$ cat src/rtl/mem_wb_stage_if.sv
`default_nettype none
// ============================================================================
// Module      : mem_wb_stage_if
// Description : Bundle between the memory stage, the MEM/WB register and the
//               register file write port.
//               master : memory-stage side (drives stall/flush/in_*)
//               slave  : MEM/WB stage (drives write port, wb_valid, instret)
// Ports       : stall, flush, in_valid, in_regWrite, in_wbSel[1:0],
//               in_rd[4:0], in_funct3[2:0], in_aluResult[N-1:0],
//               in_memData[N-1:0], in_pcPlus4[N-1:0]       (master -> slave)
//               writeReg[4:0], writeData[N-1:0], regWriteEnable,
//               wb_valid, instret[63:0]                     (slave -> master)
// Revision    : 1.0 - initial release
// ============================================================================
interface mem_wb_stage_if #(
  parameter int N = 32
);
  logic          stall;
  logic          flush;
  logic          in_valid;
  logic          in_regWrite;
  logic [1:0]    in_wbSel;
  logic [4:0]    in_rd;
  logic [2:0]    in_funct3;
  logic [N-1:0]  in_aluResult;
  logic [N-1:0]  in_memData;
  logic [N-1:0]  in_pcPlus4;

  logic [4:0]    writeReg;
  logic [N-1:0]  writeData;
  logic          regWriteEnable;
  logic          wb_valid;
  logic [63:0]   instret;

  modport master (
    output stall, flush, in_valid, in_regWrite, in_wbSel, in_rd, in_funct3,
           in_aluResult, in_memData, in_pcPlus4,
    input  writeReg, writeData, regWriteEnable, wb_valid, instret
  );

  modport slave (
    input  stall, flush, in_valid, in_regWrite, in_wbSel, in_rd, in_funct3,
           in_aluResult, in_memData, in_pcPlus4,
    output writeReg, writeData, regWriteEnable, wb_valid, instret
  );
endinterface
`default_nettype wire

$ cat src/rtl/mem_wb_stage.sv
`default_nettype none
// ============================================================================
// Module      : mem_wb_stage
// Description : MEM/WB pipeline register and writeback unit. Captures the
//               memory-stage results, extracts and extends load data, selects
//               the writeback source for the register file write port and
//               keeps the 64-bit retired-instruction counter.
// Ports       : clk  - rising-edge clock
//               rst  - asynchronous active-low reset
//               bus  - mem_wb_stage_if.slave (stage inputs, write port,
//                      wb_valid, instret)
// Revision    : 1.0 - initial release
// ============================================================================
module mem_wb_stage #(
  parameter int N = 32
) (
  input  wire logic        clk,
  input  wire logic        rst,
  mem_wb_stage_if.slave    bus
);

  localparam logic [1:0] c_WB_ALU  = 2'b00;
  localparam logic [1:0] c_WB_LOAD = 2'b01;
  localparam logic [1:0] c_WB_LINK = 2'b10;

  localparam logic [2:0] c_F3_LB  = 3'b000;
  localparam logic [2:0] c_F3_LH  = 3'b001;
  localparam logic [2:0] c_F3_LBU = 3'b100;
  localparam logic [2:0] c_F3_LHU = 3'b101;

  // Stage registers
  logic          r_valid;
  logic          r_regWrite;
  logic [1:0]    r_wbSel;
  logic [4:0]    r_rd;
  logic [2:0]    r_funct3;
  logic [N-1:0]  r_aluResult;
  logic [N-1:0]  r_memData;
  logic [N-1:0]  r_pcPlus4;
  logic [63:0]   r_instret;

  logic [7:0]    w_loadByte;
  logic [15:0]   w_loadHalf;
  logic [N-1:0]  w_loadData;
  logic [N-1:0]  w_writeData;

  always_ff @(posedge clk or negedge rst) begin
    if (!rst) begin
      r_valid     <= 1'b0;
      r_regWrite  <= 1'b0;
      r_wbSel     <= c_WB_ALU;
      r_rd        <= 5'd0;
      r_funct3    <= 3'd0;
      r_aluResult <= '0;
      r_memData   <= '0;
      r_pcPlus4   <= '0;
      r_instret   <= 64'd0;
    end else begin
      // The held entry retires as it leaves the stage; a stalled entry does
      // not leave, so a flush during a stall discards it uncounted.
      if (r_valid && !bus.stall) begin
        r_instret <= r_instret + 64'd1;
      end

      if (bus.flush) begin
        r_valid <= 1'b0;
      end else if (!bus.stall) begin
        r_valid     <= bus.in_valid;
        r_regWrite  <= bus.in_regWrite;
        r_wbSel     <= bus.in_wbSel;
        r_rd        <= bus.in_rd;
        r_funct3    <= bus.in_funct3;
        r_aluResult <= bus.in_aluResult;
        r_memData   <= bus.in_memData;
        r_pcPlus4   <= bus.in_pcPlus4;
      end
    end
  end

  // Load alignment: memory returns the whole aligned word, the low address
  // bits pick the byte/halfword lane.
  always_comb begin
    w_loadByte = r_memData[7:0];
    case (r_aluResult[1:0])
      2'b00:   w_loadByte = r_memData[7:0];
      2'b01:   w_loadByte = r_memData[15:8];
      2'b10:   w_loadByte = r_memData[23:16];
      default: w_loadByte = r_memData[31:24];
    endcase

    w_loadHalf = r_aluResult[1] ? r_memData[31:16] : r_memData[15:0];

    case (r_funct3)
      c_F3_LB:  w_loadData = {{(N-8){w_loadByte[7]}}, w_loadByte};
      c_F3_LBU: w_loadData = {{(N-8){1'b0}}, w_loadByte};
      c_F3_LH:  w_loadData = {{(N-16){w_loadHalf[15]}}, w_loadHalf};
      c_F3_LHU: w_loadData = {{(N-16){1'b0}}, w_loadHalf};
      default:  w_loadData = r_memData;
    endcase
  end

  // Reserved source code 11 falls back to the ALU result.
  always_comb begin
    case (r_wbSel)
      c_WB_LOAD: w_writeData = w_loadData;
      c_WB_LINK: w_writeData = r_pcPlus4;
      default:   w_writeData = r_aluResult;
    endcase
  end

  assign bus.writeReg       = r_rd;
  assign bus.writeData      = w_writeData;
  assign bus.regWriteEnable = r_valid && r_regWrite && (r_rd != 5'd0);
  assign bus.wb_valid       = r_valid;
  assign bus.instret        = r_instret;

endmodule
`default_nettype wire

$ cat src/flat_wrapper.sv
// flat-port wrapper written by rule: the top's interface ports become plain ports
module mem_wb_stage_flat 
#(
  parameter int N = 32
)
  (clk, rst, bus_stall, bus_flush, bus_in_valid, bus_in_regWrite, bus_in_wbSel, bus_in_rd, bus_in_funct3, bus_in_aluResult, bus_in_memData, bus_in_pcPlus4, bus_writeReg, bus_writeData, bus_regWriteEnable, bus_wb_valid, bus_instret);
  mem_wb_stage_if #(.N(N)) bus_i ();
  input  wire logic clk;
  input  wire logic rst;
  input wire logic [$bits(bus_i.stall)-1:0] bus_stall;
  input wire logic [$bits(bus_i.flush)-1:0] bus_flush;
  input wire logic [$bits(bus_i.in_valid)-1:0] bus_in_valid;
  input wire logic [$bits(bus_i.in_regWrite)-1:0] bus_in_regWrite;
  input wire logic [$bits(bus_i.in_wbSel)-1:0] bus_in_wbSel;
  input wire logic [$bits(bus_i.in_rd)-1:0] bus_in_rd;
  input wire logic [$bits(bus_i.in_funct3)-1:0] bus_in_funct3;
  input wire logic [$bits(bus_i.in_aluResult)-1:0] bus_in_aluResult;
  input wire logic [$bits(bus_i.in_memData)-1:0] bus_in_memData;
  input wire logic [$bits(bus_i.in_pcPlus4)-1:0] bus_in_pcPlus4;
  output wire logic [$bits(bus_i.writeReg)-1:0] bus_writeReg;
  output wire logic [$bits(bus_i.writeData)-1:0] bus_writeData;
  output wire logic [$bits(bus_i.regWriteEnable)-1:0] bus_regWriteEnable;
  output wire logic [$bits(bus_i.wb_valid)-1:0] bus_wb_valid;
  output wire logic [$bits(bus_i.instret)-1:0] bus_instret;
  assign bus_i.stall = bus_stall;
  assign bus_i.flush = bus_flush;
  assign bus_i.in_valid = bus_in_valid;
  assign bus_i.in_regWrite = bus_in_regWrite;
  assign bus_i.in_wbSel = bus_in_wbSel;
  assign bus_i.in_rd = bus_in_rd;
  assign bus_i.in_funct3 = bus_in_funct3;
  assign bus_i.in_aluResult = bus_in_aluResult;
  assign bus_i.in_memData = bus_in_memData;
  assign bus_i.in_pcPlus4 = bus_in_pcPlus4;
  assign bus_writeReg = bus_i.writeReg;
  assign bus_writeData = bus_i.writeData;
  assign bus_regWriteEnable = bus_i.regWriteEnable;
  assign bus_wb_valid = bus_i.wb_valid;
  assign bus_instret = bus_i.instret;
  mem_wb_stage #(.N(N)) u_core (.clk(clk), .rst(rst), .bus(bus_i));
endmodule
$ cat config.mk
export PLATFORM = sky130hd
export DESIGN_NAME = mem_wb_stage_flat
export DESIGN_NICKNAME = d
export VERILOG_FILES = /design/src/rtl/mem_wb_stage_if.sv /design/src/rtl/mem_wb_stage.sv /design/src/flat_wrapper.sv
export SDC_FILE = /design/constraint.sdc
export NUM_CORES = 1
export LEC_CHECK = 0
export BUFFER_PORTS_ARGS = -buffer_cell sky130_fd_sc_hd__buf_2
export CORE_MARGIN = 8
export CORE_UTILIZATION = 55
export CTS_BUF_LIST = sky130_fd_sc_hd__clkbuf_4
export DETAILED_ROUTE_END_ITERATION = 16
export PLACE_DENSITY = 0.9
export SYNTH_ARGS = -nofsm -noshare
export SYNTH_HDL_FRONTEND = slang
export SYNTH_SLANG_ARGS = --single-unit
$ cat constraint.sdc
create_clock -name clk -period 2.4 [get_ports clk]
set_clock_uncertainty 0.05 [all_clocks]
set_input_delay 0.12 -clock clk [delete_from_list [all_inputs] [get_ports clk]]
set_output_delay 0.12 -clock clk [all_outputs]
set_load 0.02 [all_outputs]
==> results.yml <==
route:
  post_drt_via_cell_ratio: 5.77
  drcViolationCount: 0
  drtIter0Drc: 525
  drtPass1Iterations: 5
  wirelength_um: 27600
  ant_nets: 0
  vias: 7210
  routedWlPerCell_um: 22.1
global_route:
  grt_max_degree: 71
  grt_pass1_vias: 7744
  grt_first_pass_wirelength_um: 41600
  grt_usage: 0.269
  grt_antenna_before_repair: 6
  gr-total-overflow: 0
clock_network:
  clk_path_buf_depth: 2
  cts_inserted_buffers: 17
  cts_max_level: 4
  cts_tree: "yes"
  clk-insertion-delay-late_ns: 0.58
  cts_sinks: 172
  clk_pin_slew_ns: 0.14
  cts_root_buffer: "clkbuf_4"
floorplanning:
  fp.dieW_um: 138
  coreArea_um2: 14600
  rows: 44
  die_area_um2: 19100
  top_level_ports: 215
  die_y_um: 138
  initial_utilization: 0.563
timing:
  worst_pin_slew_ns: 0.681
  hold_viol: 0
  max_freq_ghz: 0.398
  finalSetupViolations: 24
  period_share: 1.05
  period_needed_ns: 2.52
  grt_setup_unrepaired: "yes"
  relSlewSlack: 0.546
  slew_viol_final: 0
  setup_slack_ns: -0.115
synthesis:
  ys_types: 46
  synth_edf_count: 0
  yosys_register_bits: 172
  ys_seq_area_frac: 0.524
  avgSynthCellArea_um2: 11.5
  syn_inst: 716
  synth_flop_cell: "dfrtp_1"
  async_flop_share: 1.00
  synth_warnings: 0
  syn-num-nets: 831
  synth_area_um2: 8220
pwr:
  power_leakage_nw: 5.39
  power.total_mw: 7.29
  powerDensity_nw_per_um2: 633
  ir_drop_v: 0.000475
run_status:
  violations: "setup timing"
  status: "finished with violations"
placed_design:
  place_area_um2: 9580
  hpwl_um: 16000
  numPortBuffers: 214
  gp_congestion: 0.837
critical_path:
  cp_slowest_cell: "mux4_2"
  path_buf_inv: 1
  crit_family: "multiplexers"
  critPathMaxFanout: 8
  slowest_delay_ns: 0.53
  end_kind: "primary output"
  worstSetupPathType: "register to primary output"
  arrival_ns: 2.35
  cp_cell_sequence: "mux4_2, nand2_4, nand2_8, o221ai_4, o211ai_1, buf_2"
  worstPathRequired_ns: 2.23
  cp-start-kind: "register"
layout:
  final_common_cell: "buf_2"
  drive_above_1_share: 0.413
  multi_input_area_um2: 4070
  seq_area_um2: 4310
  area_delta_synth_final_pct: 40.1
  final_area_um2: 11500
  fin_nets: 1167
  layout_common_cells: "buf_2, dfrtp_1, dlygate4sd3_1"
  nFillCells: 818
run:
  max_cap_violations: 0
worst_hold_path:
  worstHoldPathType: "input port to async pin"
==> power by group <==
group          total [mW]  internal, mW  switching (mW)
Clock                1.57         0.594           0.974
Sequential           3.50          3.19           0.310
Combinational        2.22          1.04            1.18
Total                7.29          4.83            2.46
==> sequential cells by signal, indices dropped and copies added, names as in the netlist <==
signal	flops
u_core.r_memData	32
u_core.r_funct3	3
u_core.r_aluResult	32
u_core.bus.instret	64
u_core.r_wbSel	2
u_core.bus.writeReg	5
u_core.bus.wb_valid	1
u_core.r_regWrite	1
u_core.r_pcPlus4	32
==> layout make-up <==
cell class | instances | area share
Tap cell | 184 | 0.0200
Clock inverter | 10 | 0.00892
Multi-Input combinational cell | 494 | 0.354
Clock buffer | 18 | 0.0117
Sequential cell | 172 | 0.374
Antenna cell | 5 | 0.00109
Timing Repair Buffer | 354 | 0.226
Inverter | 13 | 0.00457
==> metal layers <==
layer / global-route usage / vias up / share of wire
met5: 0 / - / 0.00029
met4: 0.0984 / 2 / 0.037
met3: 0.0860 / 75 / 0.076
met2: 0.462 / 350 / 0.51
met1: 0.306 / 3562 / 0.37
li1: - / 3221 / -
==> logic make-up (layout without fill, tap and decap cells) <==
| group | after synthesis | count (layout) | share of synthesized area |
|---|---|---|---|
| other | 0 | 5 | 0 |
| and+or+nand+nor | 240 | 240 | 0.158 |
| buffers and inverters | 50 | 395 | 0.0253 |
| xor gates and xnor gates | 63 | 63 | 0.0672 |
| AOI/OAI and AO/OA | 71 | 71 | 0.0608 |
| muxes | 117 | 117 | 0.160 |
| DFF | 172 | 172 | 0.524 |
| adders and majority gates | 3 | 3 | 0.00457 |
==> path summary, 6_finish.rpt <==
path                       cells past startpoint                     end  slack, ns                   start
min reg2reg                                    1  u_core.bus.instret[63]       0.46  u_core.bus.instret[63]
max                                            6       bus_writeData[10]      -0.12    u_core.r_memData[31]
max in group asynchronous                      3  u_core.bus.instret[21]       1.47                     rst
min                                            2     u_core.r_memData[8]       0.08                     rst
min in group clk                               3     u_core.r_pcPlus4[0]       0.25       bus_in_pcPlus4[0]
max reg2reg                                    5  u_core.bus.instret[59]       0.12  u_core.bus.instret[31]
==> cell usage after synthesis (all sizes together) (15+ instances only) <==
library cell / count / area [um^2]
a21oi: 24 / 120
a221oi: 16 / 140
clkbuf: 33 / 124
dfrtp: 172 / 4300
mux2: 107 / 1200
nand2: 77 / 289
nand3: 17 / 85.1
nand4: 26 / 190
nor2: 44 / 165
nor2b: 19 / 119
nor3: 24 / 176
o221ai: 15 / 131
xnor2: 26 / 228
xor2: 37 / 324
==> metrics by stage <==
stage	hold WS [ns]	utilization	worst slack, ns	instances	setup TNS [ns]
2_1_floorplan	-0.226	-	0.140	716	0
3_3_place_gp	0.116	0.657	0.271	1095	0
3_5_place_dp	0.127	0.657	0.177	1095	0
4_1_cts	0.0664	0.766	-0.0267	1242	-0.199
5_1_grt	0.107	0.789	-0.207	1250	-3.95
6_report	0.0769	0.789	-0.115	1250	-0.956
==> timing repair <==
action	in CTS	in global routing
pin swaps	10	8
buffers inserted	4	2
gates resized for setup	37	50
hold buffers	115	0
cloned	0	1
endpoints found under the hold margin	223	0
endpoints found under the setup margin	32	36
(Power assumes the default switching activity.)
